`src/rtl/pattern_pkg.sv`:
```
// rtl/pattern_pkg.sv - shared definitions for the serial pattern transmitter and detector
package pattern_pkg;

  typedef enum logic [1:0] {
    IDLE = 2'd0,
    SEND = 2'd1,
    GAP  = 2'd2
  } tx_state_t;

  localparam int DEF_WIDTH = 5;

  // Width of a counter that indexes the bits of a w-bit pattern.
  function automatic int cnt_bits(input int w);
    return (w <= 2) ? 1 : $clog2(w);
  endfunction

endpackage

```
`src/rtl/pattern_tx.sv`:
```
// rtl/pattern_tx.sv - serial pattern transmitter, MSB-first, with repeat count and idle gap
module pattern_tx
  import pattern_pkg::*;
#(
  parameter int   WIDTH      = DEF_WIDTH,
  parameter int   CNT_W      = 4,
  parameter int   GAP_W      = 4,
  parameter logic IDLE_LEVEL = 1'b0
) (
  input  logic             clk,
  input  logic             rst_n,
  input  logic [WIDTH-1:0] pattern,
  input  logic [CNT_W-1:0] repeats,
  input  logic [GAP_W-1:0] gap,
  input  logic             start,
  output logic             ready,
  output logic             out,
  output logic             bit_valid,
  output logic             busy,
  output logic             done
);

  localparam int BW = cnt_bits(WIDTH);
  localparam logic [BW-1:0] LAST_BIT = BW'(WIDTH - 1);

  tx_state_t        state, state_n;
  logic [WIDTH-1:0] pat_lat, pat_lat_n;
  logic [WIDTH-1:0] shreg, shreg_n;
  logic [BW-1:0]    bit_cnt, bit_cnt_n;
  logic [CNT_W-1:0] copies, copies_n;
  logic [GAP_W-1:0] gap_lat, gap_lat_n;
  logic [GAP_W-1:0] gap_cnt, gap_cnt_n;
  logic             out_n, bit_valid_n, ready_n, busy_n, done_n;

  always_ff @(posedge clk or negedge rst_n) begin
    if (!rst_n) begin
      state     <= IDLE;
      pat_lat   <= '0;
      shreg     <= '0;
      bit_cnt   <= '0;
      copies    <= '0;
      gap_lat   <= '0;
      gap_cnt   <= '0;
      out       <= IDLE_LEVEL;
      bit_valid <= 1'b0;
      ready     <= 1'b1;
      busy      <= 1'b0;
      done      <= 1'b0;
    end else begin
      state     <= state_n;
      pat_lat   <= pat_lat_n;
      shreg     <= shreg_n;
      bit_cnt   <= bit_cnt_n;
      copies    <= copies_n;
      gap_lat   <= gap_lat_n;
      gap_cnt   <= gap_cnt_n;
      out       <= out_n;
      bit_valid <= bit_valid_n;
      ready     <= ready_n;
      busy      <= busy_n;
      done      <= done_n;
    end
  end

  // Outputs are computed one cycle ahead so they can be registered; shreg
  // holds the bits still to be sent after the one currently on out.
  always_comb begin
    state_n     = state;
    pat_lat_n   = pat_lat;
    shreg_n     = shreg;
    bit_cnt_n   = bit_cnt;
    copies_n    = copies;
    gap_lat_n   = gap_lat;
    gap_cnt_n   = gap_cnt;
    out_n       = IDLE_LEVEL;
    bit_valid_n = 1'b0;
    ready_n     = 1'b0;
    busy_n      = 1'b0;
    done_n      = 1'b0;

    case (state)
      IDLE: begin
        ready_n = 1'b1;
        if (start && ready) begin
          state_n     = SEND;
          pat_lat_n   = pattern;
          shreg_n     = pattern << 1;
          bit_cnt_n   = '0;
          copies_n    = (repeats == '0) ? CNT_W'(1) : repeats;
          gap_lat_n   = gap;
          gap_cnt_n   = '0;
          out_n       = pattern[WIDTH-1];
          bit_valid_n = 1'b1;
          ready_n     = 1'b0;
          busy_n      = 1'b1;
        end
      end

      SEND: begin
        busy_n = 1'b1;
        if (bit_cnt != LAST_BIT) begin
          out_n       = shreg[WIDTH-1];
          bit_valid_n = 1'b1;
          shreg_n     = shreg << 1;
          bit_cnt_n   = bit_cnt + BW'(1);
        end else begin
          copies_n  = copies - CNT_W'(1);
          bit_cnt_n = '0;
          if (copies == CNT_W'(1)) begin
            state_n = IDLE;
            ready_n = 1'b1;
            busy_n  = 1'b0;
            done_n  = 1'b1;
          end else if (gap_lat == '0) begin
            out_n       = pat_lat[WIDTH-1];
            bit_valid_n = 1'b1;
            shreg_n     = pat_lat << 1;
          end else begin
            state_n   = GAP;
            gap_cnt_n = GAP_W'(1);
          end
        end
      end

      GAP: begin
        busy_n = 1'b1;
        if (gap_cnt == gap_lat) begin
          state_n     = SEND;
          gap_cnt_n   = '0;
          out_n       = pat_lat[WIDTH-1];
          bit_valid_n = 1'b1;
          shreg_n     = pat_lat << 1;
        end else begin
          gap_cnt_n = gap_cnt + GAP_W'(1);
        end
      end

      default: begin
        state_n = IDLE;
        ready_n = 1'b1;
      end
    endcase
  end

endmodule

```
`config.mk`:
```
export PLATFORM = sky130hd
export DESIGN_NAME = pattern_tx
export DESIGN_NICKNAME = d
export VERILOG_FILES = /design/src/rtl/pattern_pkg.sv /design/src/rtl/pattern_tx.sv
export SDC_FILE = /design/constraint.sdc
export NUM_CORES = 1
export LEC_CHECK = 0
export CAP_MARGIN = 5
export CORE_MARGIN = 1.5
export CORE_UTILIZATION = 59
export CTS_CLUSTER_DIAMETER = 120
export DETAILED_ROUTE_END_ITERATION = 10
export GPL_ROUTABILITY_DRIVEN = 1
export MAX_ROUTING_LAYER = met4
export PLACE_DENSITY = 0.88
export SLEW_MARGIN = 20
export SYNTH_ARGS = -nofsm -noshare
export SYNTH_HDL_FRONTEND = slang
export SYNTH_SLANG_ARGS = --single-unit
```
`constraint.sdc`:
```
create_clock -name clk -period 4.8 [get_ports clk]
set_input_delay 1.44 -clock clk [delete_from_list [all_inputs] [get_ports clk]]
set_output_delay 1.44 -clock clk [all_outputs]
set_load 0.005 [all_outputs]
```
==> results.json <==
{
  "synth_fp_nets": 186,
  "clkSinkCount": 31,
  "crit_path_max_incr_delay_ns": 0.50,
  "diodes": 0,
  "status": "complete, no violations",
  "slew_headroom_pct": 56.9,
  "use_met3_pct": 8.99,
  "clock-root-buffer": "clkbuf_4",
  "synth_ff_type": "dfrtp_1",
  "post_cts_buffers": 0,
  "critPathMaxFanout": 5,
  "critPathSlowestCell": "a21boi_0",
  "yosysWarnings": 0,
  "route.detailed.drc": 0,
  "grt_busiest_layer": "met2",
  "use_met1_pct": 31.7,
  "synth_cells": 161,
  "ir_worst_vdd_mv": 0.586,
  "dr.pass1.iters": 4,
  "worst_pin_slew_ns": 0.641,
  "htreeDepth": 2,
  "multi_input_area_um2": 875,
  "final_antenna_net_count": 0,
  "ctsHoldBuffers": 0,
  "overflow": 0,
  "clockBufferDepth": 2,
  "p_leak_nw": 0.893,
  "final_common_cell": "dfrtp_1",
  "die_w_um": 56.9,
  "drtIter0Drc": 73,
  "drt-vias-per-instance": 6.29,
  "io_buffers": 20,
  "synth_edf_count": 0,
  "clk_pin_slew_worst_paths_ns": 0.10,
  "ff_latch_area_um2": 777,
  "holdCritPathClass": "reg -> reg",
  "clk_latency_ns": 0.35,
  "num_vias": 1366,
  "cts_tree": "built",
  "crit_path_end_kind": "flop",
  "grt_max_degree": 32,
  "yosysSeqAreaShare_pct": 45.3,
  "synth_cell_type_count": 45,
  "setup.worst_path.class": "in -> reg",
  "netlist_area_mm2": 0.00171,
  "initial_core_util_pct": 62.2,
  "rsz0062_at_grt": "no",
  "use_met2_pct": 43.3,
  "placementRows": 19,
  "setup_viol": 0,
  "slew_viol_final": 0,
  "hold_viol": 0,
  "drv_cap": 0,
  "wl_per_cell_um": 17.1,
  "power_density_mw_per_mm2": 675,
  "numCtsBuffers": 5,
  "final_cell_mix": "dfrtp_1, clkdlybuf4s50_1, mux2_2",
  "place_congestion": 0.844,
  "p_total_mw": 1.36,
  "die_area_mm2": 0.00324,
  "crit_path_start_kind": "input pin",
  "drive_gt1_share_pct": 16.7,
  "postCtsResizedCells": 0,
  "timing.final.crit_share_pct": 62.2,
  "crit_required_ns": 5.03,
  "drt_wl_total_um": 3720,
  "arrival_ns": 3.22,
  "die_h_um": 56.9,
  "grt_pass1_vias": 1410,
  "fin_tns_setup_ns": 0,
  "finalClockSkew_ns": 0.00951,
  "nFillCells": 200,
  "ys_seq_elements": 31,
  "antenna_found_initial": 0,
  "async_flop_share_pct": 100,
  "fp.coreArea_mm2": 0.00276,
  "hpwlAfterDp_um": 2640,
  "grt_use_total_pct": 26.9,
  "worstPathCellList": "clkdlybuf4s50_1, a21boi_0, nor3_1, and4bb_1, a311o_1",
  "boundaryPins": 21,
  "syn_area_per_cell_um2": 10.6,
  "min_period_ns": 2.98,
  "grt_pass1_wl_um": 6410,
  "area_growth_pct": 18.0,
  "nets": 210,
  "max_freq_mhz": 335
}
[power by group]
part           internal, mW  switching [mW]  leakage, nW
registers             0.378          0.0872        0.383
logic                 0.313           0.367        0.461
clock network         0.123          0.0956       0.0482
[synthesized netlist by cell type, types with 2 or more instances]
master	number	area share [%]
a21oi_1	8	2.3
nor3_1	4	1.2
nand2b_1	4	1.5
nand2_1	9	2.0
nand3_1	7	2.0
mux2_2	13	8.5
a21boi_0	2	0.88
clkbuf_1	3	0.66
and3_1	2	0.73
nor4_1	3	1.1
or3_1	2	0.73
o21ai_0	8	2.3
xor2_1	4	2.0
nor2_1	10	2.2
a221oi_1	3	1.5
nor3b_1	3	1.3
dfrtp_1	30	44
inv_1	10	2.2
ha_1	9	6.6
mux2i_1	2	1.2
[flip-flops by register name, summed over array words and instances, names as in the netlist]
name,count
pat_lat,5
copies,4
gap_cnt,4
gap_lat,4
shreg,4
bit_cnt,3
state,2
bit_valid,1
busy,1
done,1
out,1
ready,1
[critical path: cells and delay by family]
kind,cells,cell delay [ns]
and+or+nand+nor,2,0.47
buffers and inverters,1,0.45
AOI/OAI and AO/OA,2,0.86
[worst paths after layout]
check | start | endpoint | slack (ns) | cells past startpoint
setup / recovery | start | gap_cnt[2] | 1.82 | 5
min in group asynchronous | rst_n | state[1] | 1.46 | 2
hold reg to reg | shreg[4] | shreg[4] | 0.52 | 1
max in group asynchronous | rst_n | ready | 3.01 | 2
hold / removal | shreg[4] | shreg[4] | 0.52 | 1
setup reg to reg | state[1] | gap_cnt[2] | 2.19 | 6
[stage by stage]
stage	util [%]	setup slack [ns]	area (um2)	std cells	hold slack [ns]
floorplan	-	2.18	1710	161	0.479
global placement	70.2	1.60	1940	209	0.489
detailed placement	70.2	1.50	1940	209	0.496
CTS	73.3	1.85	2020	217	0.519
global route	73.3	1.75	2020	217	0.547
finish	73.3	1.82	2020	217	0.523
[kinds of logic (layout without fill, tap and decap cells)]
group                      count (synthesis)  in the layout  share of synthesized area, %
and+or+nand+nor                           49             49                          15.2
buffers and inverters                     14             39                          3.65
AOI/OAI and AO/OA                         39             39                          17.5
xor gates and xnor gates                   4              4                          2.04
DFF                                       31             31                          45.3
muxes                                     15             15                          9.71
adders and majority gates                  9              9                          6.57
[area by class of cell]
type | instances | share of cell area (%)
multi-input combinational | 116 | 43.3
clock buffer | 6 | 2.54
timing repair buffer | 21 | 10.3
tap | 31 | 1.92
clock inverter | 2 | 1.73
sequential | 31 | 38.4
inverter | 10 | 1.86
[metal layers]
metal	wire [um]	up-vias
met3	223	9
met5	0	-
met2	1910	51
li1	-	641
met4	73	0
met1	1510	665
Note: power is estimated with default switching activity, not from simulation.
